--- config.mk ---
export PLATFORM = sky130hd
export DESIGN_NAME = ifu_fetch_ctrl
export DESIGN_NICKNAME = d
export VERILOG_FILES = /design/src/rtl/ifu_pkg.sv /design/src/rtl/ifu_perf_cnt.sv /design/src/rtl/ifu_fetch_ctrl.sv
export SDC_FILE = /design/constraint.sdc
export NUM_CORES = 1
export LEC_CHECK = 0
export BUFFER_PORTS_ARGS = -buffer_cell sky130_fd_sc_hd__buf_2
export CAP_MARGIN = 5
export CORE_ASPECT_RATIO = 0.7
export CORE_UTILIZATION = 42
export DETAILED_ROUTE_END_ITERATION = 10
export PLACE_DENSITY = 0.74
export REMOVE_ABC_BUFFERS = 1
export SETUP_SLACK_MARGIN = 0.4
export SLEW_MARGIN = 20
export SYNTH_ARGS = -nofsm -noshare
export SYNTH_HDL_FRONTEND = slang
export SYNTH_SLANG_ARGS = --single-unit
--- constraint.sdc ---
create_clock -name clk -period 4.3 [get_ports clk]
set_input_delay 0.86 -clock clk [delete_from_list [all_inputs] [get_ports clk]]
set_output_delay 0.86 -clock clk [all_outputs]
set_load 0.01 [all_outputs]
--- src/rtl/ifu_pkg.sv ---
// Shared types and constants for the instruction fetch unit.
package ifu_pkg;

  typedef enum logic [1:0] {
    S_REQ   = 2'd0,
    S_WAIT  = 2'd1,
    S_VALID = 2'd2
  } ifu_state_e;

  localparam logic [31:0] NOP_INST         = 32'h0000_0013;
  localparam logic [1:0]  RRESP_OKAY       = 2'b00;
  localparam logic [31:0] DEFAULT_RESET_PC = 32'h8000_0000;

  // Instruction fetches require word alignment; only the two LSBs matter.
  function automatic logic pc_aligned(input logic [1:0] pc_lsbs);
    return (pc_lsbs == 2'b00);
  endfunction

endpackage

--- src/rtl/ifu_perf_cnt.sv ---
// Fetch-unit performance counters: retired instructions and cycles spent
// waiting on the read channel. Both wrap modulo 2^32.
module ifu_perf_cnt (
  input  logic        clk,
  input  logic        rst,
  input  logic        retire_i,
  input  logic        stall_i,
  output logic [31:0] fetch_cnt_o,
  output logic [31:0] stall_cnt_o
);

  logic [31:0] fetch_cnt_q;
  logic [31:0] stall_cnt_q;

  always_ff @(posedge clk) begin
    if (rst) begin
      fetch_cnt_q <= '0;
      stall_cnt_q <= '0;
    end else begin
      if (retire_i) fetch_cnt_q <= fetch_cnt_q + 32'd1;
      if (stall_i)  stall_cnt_q <= stall_cnt_q + 32'd1;
    end
  end

  assign fetch_cnt_o = fetch_cnt_q;
  assign stall_cnt_o = stall_cnt_q;

endmodule

--- src/rtl/ifu_fetch_ctrl.sv ---
// Multi-cycle instruction fetch stage: owns the PC, issues one AXI4-Lite read
// per instruction and hands it to the datapath. Define IFU_PERF_CNT_EN for perf counters.
module ifu_fetch_ctrl
  import ifu_pkg::*;
#(
  parameter int               XLEN     = 32,
  parameter logic [XLEN-1:0]  RESET_PC = DEFAULT_RESET_PC
) (
  input  logic            clk,
  input  logic            rst,
  // read address channel
  output logic [XLEN-1:0] araddr,
  output logic            arvalid,
  input  logic            arready,
  // read data channel
  input  logic [XLEN-1:0] rdata,
  input  logic [1:0]      rresp,
  input  logic            rvalid,
  output logic            rready,
  // datapath interface
  output logic [XLEN-1:0] inst,
  output logic [XLEN-1:0] pc,
  output logic            inst_valid,
  input  logic            inst_ready,
  input  logic            jump_en,
  input  logic [XLEN-1:0] jump_pc,
  output logic            fetch_err
`ifdef IFU_PERF_CNT_EN
  ,
  output logic [31:0]     perf_fetch_cnt,
  output logic [31:0]     perf_stall_cnt
`endif
);

  ifu_state_e      state_q;
  logic [XLEN-1:0] pc_q;
  logic [XLEN-1:0] inst_q;
  logic            err_q;

  logic pc_ok;
  assign pc_ok = pc_aligned(pc_q[1:0]);

  // NOTE: all state updates use non-blocking assignments so every register
  // samples the pre-edge values regardless of statement order.
  always_ff @(posedge clk) begin
    if (rst) begin
      state_q <= S_REQ;
      pc_q    <= RESET_PC;
      inst_q  <= NOP_INST;
      err_q   <= 1'b0;
    end else begin
      unique case (state_q)
        S_REQ: begin
          // A misaligned PC never reaches the bus; it retires as a faulting NOP.
          if (!pc_ok) begin
            inst_q  <= NOP_INST;
            err_q   <= 1'b1;
            state_q <= S_VALID;
          end else if (arready) begin
            state_q <= S_WAIT;
          end
        end
        S_WAIT: begin
          if (rvalid) begin
            inst_q  <= rdata;
            err_q   <= (rresp != RRESP_OKAY);
            state_q <= S_VALID;
          end
        end
        S_VALID: begin
          if (inst_ready) begin
            pc_q    <= jump_en ? jump_pc : pc_q + XLEN'(4);
            state_q <= S_REQ;
          end
        end
        default: state_q <= S_REQ;
      endcase
    end
  end

  // Handshake strobes are state decodes, forced low for the whole reset cycle.
  assign arvalid    = !rst && (state_q == S_REQ) && pc_ok;
  assign rready     = !rst && (state_q == S_WAIT);
  assign inst_valid = !rst && (state_q == S_VALID);

  assign araddr    = pc_q;
  assign pc        = pc_q;
  assign inst      = inst_q;
  assign fetch_err = err_q;

`ifdef IFU_PERF_CNT_EN
  ifu_perf_cnt u_perf_cnt (
    .clk         (clk),
    .rst         (rst),
    .retire_i    (inst_valid && inst_ready),
    .stall_i     (!rst && (state_q == S_REQ || state_q == S_WAIT)),
    .fetch_cnt_o (perf_fetch_cnt),
    .stall_cnt_o (perf_stall_cnt)
  );
`endif

endmodule

==> results of run 1 <==
==> cell families (layout without fill, tap and decap cells) <==
family          Yosys count  count (layout)  share of synthesized area
fa+ha+maj                 1               1                    0.00350
compound gates          114             114                      0.197
simple gates            204             204                      0.287
mux                       9               9                     0.0252
buf+inv                  72             196                      0.113
flops                    67              67                      0.375
==> critical path, delay by kind of cell, from the launching register on <==
family,cells,cell delay [ns]
multiplexers,1,0.17
AND/OR/NAND/NOR,3,1.12
adder cells (fa/ha/maj),1,0.26
flip-flops,1,0.49
AO/OA/AOI/OAI,1,0.37
==> layout by cell type, fill, tap and decap left out, drive strengths merged, types with 2 or more instances in the layout <==
cell type  instances
buf              176
dfxtp             67
nand2             59
a21oi             49
nand3             46
nor2              30
o21ai             22
nor3              19
nor4              10
clkbuf            10
mux2i              9
nand4              9
and3               9
a31oi              6
a32o               5
or3                5
o41ai              4
a211oi             4
a22oi              4
nor2b              4
or4                4
clkinv             4
inv                3
o211ai             3
nor3b              2
nand2b             2
a221oi             2
nand3b             2
a22o               2
o21a               2
o31ai              2
o22ai              2
bufinv             2
==> layout make-up <==
type / count / share of cell area
clock buffer: 10 / 0.0503
clock inverter: 6 / 0.0198
inverter: 4 / 0.00330
multi-input combinational: 328 / 0.406
sequential: 67 / 0.295
tap: 101 / 0.0278
timing repair buffer: 176 / 0.198
==> through the flow <==
stage / setup slack, ns / util
after global routing: 1.50 / 0.563
after CTS: 1.74 / 0.561
final: 1.75 / 0.563
after floorplan: 1.31 / -
after global placement: 1.61 / 0.521
after detailed placement: 1.56 / 0.522
==> path summary, 6_finish.rpt <==
check,start,endpoint,slack [ns],cells after the start
min reg2reg,inst[27]$_SDFFE_PP0P_,inst[27]$_SDFFE_PP0P_,0.45,2
min,inst[27]$_SDFFE_PP0P_,inst[27]$_SDFFE_PP0P_,0.45,2
max reg2reg,araddr[2]$_SDFFE_PP0P_,araddr[26]$_SDFFE_PP0P_,1.75,6
max,araddr[2]$_SDFFE_PP0P_,araddr[26]$_SDFFE_PP0P_,1.75,6
==> sequential cells by signal, summed over array words and instances, names as in the netlist <==
signal	flops
araddr	32
fetch_err	1
state_q	2
inst	32
==> power by group through the flow <==
stage	sequential [mW]	clock, mW	combinational (mW)
after floorplan	0.675	0	0.0711
after global placement	0.667	0	0.175
after detailed placement	0.668	0	0.178
after CTS	0.655	0.799	0.178
after global routing	0.657	0.827	0.199
final	0.655	0.787	0.180
==> layer usage <==
metal	up-vias	GRT usage	share of wire
li1	1899	-	-
met1	1836	0.300	0.46
met2	139	0.381	0.47
met3	12	0.0634	0.056
met4	0	0.0547	0.011
met5	-	0	0
==> run_results.csv, run 1 <==
group,metric,value,unit
synthesis,yosys-top-cells-count,"dfxtp_1, nand2_1, a21oi_1",
routing,drt-pass1-iter-count,10,
routing,drtAntennaViolNets,0,
power,seqPwrFrac,0.404,
synthesis,yosys.area.top_type_share,0.375,
layout,layout.cells.non_filler,692,
setup_path,crit_path_end_kind,"flop",
synthesis,synth_edf_count,0,
clock_tree,worst_skew_pair.late_latency,0.33,ns
power,p_per_area,356,nW/um^2
sta,timing.setup.tns,0,ns
power,vdd_ir_drop_max,0.000201,V
synthesis,synth_ff_type,"dfxtp_1",
sta,slew-limit-headroom,0.449,
synthesis,ys_async_sr_fraction,0,
power,clkPwrFrac,0.485,
floorplan,die_w,112,um
floorplan,start_util,0.443,
power,switching_share,0.251,
sta,grt_setup_unrepaired,"false",
layout,finish.instance_area,4550,um^2
power,combPwrFrac,0.111,
power,p_leak,1.99,nW
synthesis,yosys-top-cells-area,"dfxtp_1, buf_4, a21oi_1",
routing,drc,4,
grt,grt_pass1_wl,16.3,mm
routing,avgViaCountPerCell,5.62,
place,place_area,4210,um^2
place,dp_hpwl,7.31,mm
clock_tree,postCtsSetupBuffers,0,
synthesis,ys_types,53,
layout,finish.net_count,659,
clock_tree,cts_sinks,67,
clock_tree,cts_tree,"yes",
power,finalPower,1.62,mW
routing,wl_per_cell,15.1,um
clock_tree,clk_pin_slew_worst_paths,0.06,ns
layout,regArea,1340,um^2
layout,multi_input_area,1850,um^2
grt,grt_max_degree,66,
synthesis,synth_area,3580,um^2
layout,drive_above_1_share,0.342,
sta,skew,0.00593,ns
setup_path,start_kind,"flop",
floorplan,ios,172,
setup_path,critPathKind,"flop to flop",
setup_path,crit_arrival,2.76,ns
power,p_int,1.21,mW
synthesis,syn_avg_cell_area,7.66,um^2
routing,finalWirelength,10.5,mm
clock_tree,cts-root-buf,"clkbuf_16",
clock_tree,numCtsBuffers,9,
floorplan,die_area,8900,um^2
sta,fmax,393,MHz
floorplan,rows,27,
flow_run,drv_cap,0,
sta,setup_viol,0,
layout,syn_to_final_growth,27.1,%
setup_path,cp_cell_sequence,"ha_1, nand3_1, nor3_1, nand4_1, mux2i_1, a2111oi_0",
grt,gr-total-overflow,0,
routing,drt_iter0_markers,249,
routing,vias,3886,
setup_path,crit_required,4.52,ns
sta,hold_violations,0,
power,p_sw,0.406,mW
clock_tree,cts.htree.levels,3,
worst_hold_path,min_path_type,"flop to flop",
setup_path,max_stage_delay,0.71,ns
layout,fill_cells,771,
synthesis,synthCells,467,
floorplan,core,8070,um^2
layout,antenna_cells,0,
grt,grt_usage,0.231,
run_status,violations,"DRC",
place,port_buffers,171,
sta,fin_crit_sh,0.592,
sta,tightest_slew,0.820,ns
run_status,status,"finished with violations",
setup_path,critical_path.max_fanout,9,
sta,period_needed,2.55,ns
place,place.gp.congestion,0.793,
grt,grt_pass1_vias,3415,
synthesis,synth.most_common_cell,"dfxtp_1",
synthesis,yosys_warnings,0,
synthesis,ys_seq_area_frac,0.375,
clock_tree,clk_path_buf_depth,2,
sta,slew_viol_final,0,
sta,whs,0.448,ns
floorplan,die_h,79.2,um
grt,antenna_found_initial,0,
synthesis,yosys.area.top_type,"dfxtp_1",
place,placed_cells,675,
clock_tree,post_cts_resized,0,
synthesis,synth_seq_cells,67,
clock_tree,hold_buffers,0,
setup_path,slowest_stage,"nor3_1",
Note: power is estimated with default switching activity, not from simulation.
==> run 2, diff against run 1 <==
--- a/config.mk
+++ b/config.mk
@@ -5,12 +5,13 @@
 export SDC_FILE = /design/constraint.sdc
 export NUM_CORES = 1
 export LEC_CHECK = 0
+export ABC_AREA = 1
 export BUFFER_PORTS_ARGS = -buffer_cell sky130_fd_sc_hd__buf_2
 export CAP_MARGIN = 5
 export CORE_ASPECT_RATIO = 0.7
 export CORE_UTILIZATION = 42
 export DETAILED_ROUTE_END_ITERATION = 10
-export PLACE_DENSITY = 0.74
+export PLACE_DENSITY = 0.75
 export REMOVE_ABC_BUFFERS = 1
 export SETUP_SLACK_MARGIN = 0.4
 export SLEW_MARGIN = 20
==> constraint.sdc (replaced) <==
create_clock -name clk -period 2.33 [get_ports clk]
set_input_delay 0.466 -clock clk [delete_from_list [all_inputs] [get_ports clk]]
set_output_delay 0.466 -clock clk [all_outputs]
set_load 0.01 [all_outputs]
==> run 2 against run 1 <==
The run now ends clean. Sequential share of layout area decreased by 1.7 points. Largest cell class unchanged. Cell area is 6.1% higher. Combinational power grew to 11 times the previous value. Power grew to 3.0 times the previous value. Synthesized area rose by 8.2%. First-iteration DRC count rose by 45%. Setup slack got worse by 1.2 ns. Via count increased by 13%. Flip-flop and latch count unchanged. Utilization fell by 0.80 points. Die area rose by 8.0%.
==> run_results.csv, run 2 <==
group,metric,value,unit
clock_tree,cts_sinks,67,
setup_path,cp-startpoint,"araddr[2]$_SDFFE_PP0P_",
setup_path,crit_required,2.60,ns
power,finalPower,4.83,mW
place,port_buffers,171,
floorplan,start_util,0.446,
routing,vias,4406,
sta,fmax,564,MHz
clock_tree,postCtsSetupBuffers,0,
grt,grt_max_degree,31,
sta,fin_crit_sh,0.761,
setup_path,cpMostUsedCell,"nor2_1",
power,p_leak,2.27,nW
synthesis,yosys_warnings,0,
synthesis,synth_seq_cells,67,
sta,timing.setup.tns,0,ns
worst_hold_path,hold_path_end,"araddr[0]$_SDFFE_PP0P_",
flow_run,drv_cap,0,
synthesis,ys_async_sr_fraction,0,
routing,wl_per_cell,14.1,um
routing,drt_iter0_markers,361,
synthesis,ys_seq_area_frac,0.346,
setup_path,rr_worst_depth,8,
setup_path,slowest_stage,"dfxtp_1",
clock_tree,clk_pin_slew_worst_paths,0.06,ns
clock_tree,worst_skew_pair.late_latency,0.33,ns
sta,period_needed,1.77,ns
layout,fill_cells,901,
floorplan,rows,28,
layout,final_cell_mix,"buf_2, nor2_1, nand2_1, dfxtp_1, a21oi_1",
sta,skew,0.00735,ns
routing,finalWirelength,12.1,mm
routing,drt-pass1-iter-count,5,
layout,syn_to_final_growth,24.6,%
power,vdd_ir_drop_max,0.000492,V
sta,setup_viol,0,
setup_path,cp_cell_sequence,"inv_1, nor2_1, nand3_1, nor2_1, nand2_1, o21ai_0, nor2_1, nor2_1",
grt,antenna_found_initial,0,
setup_path,r2r-end,"araddr[15]$_SDFFE_PP0P_",
setup_path,critPathKind,"flop to flop",
synthesis,yosys.area.top_type_share,0.346,
layout,layout.cells.non_filler,860,
worst_hold_path,min_path_type,"input port to flop",
floorplan,core,8690,um^2
place,dp_hpwl,9.01,mm
setup_path,max_stage_delay,0.42,ns
grt,grt_usage,0.250,
layout,utilization,0.555,
run_status,status,"finished, final reports clean",
layout,drive_above_1_share,0.309,
floorplan,ios,172,
synthesis,yosys-top-cells-count,"nor2_1, nand2_1, dfxtp_1",
place,place.gp.congestion,0.991,
sta,slew-limit-headroom,0.626,
grt,grt_pass1_vias,3671,
worst_hold_path,hold_depth,3,
setup_path,start_kind,"flop",
setup_path,critical_path.max_fanout,6,
clock_tree,cts.htree.levels,3,
routing,avgViaCountPerCell,5.12,
worst_hold_path,min-delay-start,"jump_pc[0]",
sta,grt_setup_unrepaired,"false",
power,p_per_area,1000,nW/um^2
sta,tightest_slew,0.561,ns
layout,finish.net_count,808,
synthesis,synth.most_common_cell,"nor2_1",
place,placed_cells,844,
synthesis,yosys-top-cells-area,"dfxtp_1, nor2_1, nand2_1",
synthesis,synth_ff_type,"dfxtp_1",
setup_path,regToRegSetupSlack,0.56,ns
synthesis,yosys.area.top_type,"dfxtp_1",
synthesis,syn_avg_cell_area,6.44,um^2
grt,grt_pass1_wl,18.4,mm
floorplan,die_w,117,um
routing,drtAntennaViolNets,0,
synthesis,synth_area,3870,um^2
layout,antenna_cells,0,
sta,hold_violations,0,
setup_path,crit_arrival,2.04,ns
synthesis,synth_edf_count,0,
clock_tree,clk_path_buf_depth,2,
clock_tree,cts-root-buf,"clkbuf_16",
floorplan,die_h,82.3,um
setup_path,crit_path_end_kind,"flop",
setup_path,rr_startpoint,"araddr[2]$_SDFFE_PP0P_",
synthesis,ys_types,35,
grt,gr-total-overflow,0,
clock_tree,cts_tree,"yes",
layout,final_common_cell,"buf_2",
floorplan,die_area,9610,um^2
routing,drc,0,
synthesis,synthCells,601,
clock_tree,numCtsBuffers,9,
sta,slew_viol_final,0,
==> run 2: cell families (layout without fill, tap and decap cells) <==
logic type / after synthesis / after routing / share of synthesized area
AO/OA/AOI/OAI: 85 / 85 / 0.129
flip-flops: 67 / 67 / 0.346
AND/OR/NAND/NOR: 346 / 346 / 0.380
adder cells (fa/ha/maj): 1 / 1 / 0.00323
buffers and inverters: 102 / 241 / 0.142
==> run 2: per-layer routing <==
layer | share of wire | wire length (um) | track usage | up-vias
met4 | 0.015 | 181 | 0.0873 | 0
li1 | - | - | - | 2168
met5 | 0 | 0 | 0 | -
met3 | 0.11 | 1360 | 0.0599 | 20
met1 | 0.44 | 5310 | 0.349 | 1960
met2 | 0.44 | 5280 | 0.378 | 258
==> run 2: area by class of cell <==
| class | instances | area [um^2] | area share |
|---|---|---|---|
| Sequential cell | 67 | 1340 | 0.278 |
| Clock buffer | 13 | 240 | 0.0498 |
| Clock inverter | 3 | 15.0 | 0.00311 |
| Tap cell | 120 | 150 | 0.0311 |
| Inverter | 46 | 173 | 0.0358 |
| Timing Repair Buffer | 179 | 916 | 0.190 |
| Multi-Input combinational cell | 432 | 1990 | 0.412 |
==> run 2: critical path, delay by kind of cell (launching register included) <==
kind | cells | cell delay (ns)
buffers and inverters | 1 | 0.06
DFF | 1 | 0.42
AOI/OAI and AO/OA | 1 | 0.19
and+or+nand+nor | 6 | 1.06
==> run 2: repair_timing <==
item | CTS | global route
setup endpoints to repair | 0 | 2
hold buffers | 0 | 0
endpoints found under the hold margin | 0 | 0
resized for setup | 0 | 1
==> run 2: worst max-delay path by stage <==
stage                                          to  cells after the start
after floorplan                            rready                      1
after global routing      araddr[15]$_SDFFE_PP0P_                      8
after detailed placement  araddr[19]$_SDFFE_PP0P_                      8
after CTS                 araddr[19]$_SDFFE_PP0P_                      8
after global placement     araddr[7]$_SDFFE_PP0P_                      6
final                     araddr[15]$_SDFFE_PP0P_                      8
==> run 2: metrics by stage <==
step | hold WS [ns] | setup slack (ns) | instance area, um^2
global route | 0.365 | 0.419 | 4830
global placement | 0.444 | 0.613 | 4570
CTS | 0.351 | 0.598 | 4820
detailed placement | 0.440 | 0.621 | 4570
floorplan | 0.491 | 0.0661 | 3500
finish | 0.361 | 0.556 | 4830
==> run 2: power by group <==
| group | switching (mW) | total (mW) | internal, mW |
|---|---|---|---|
| logic | 1.17 | 1.90 | 0.727 |
| registers | 0.218 | 1.72 | 1.50 |
| clock network | 0.496 | 1.21 | 0.716 |
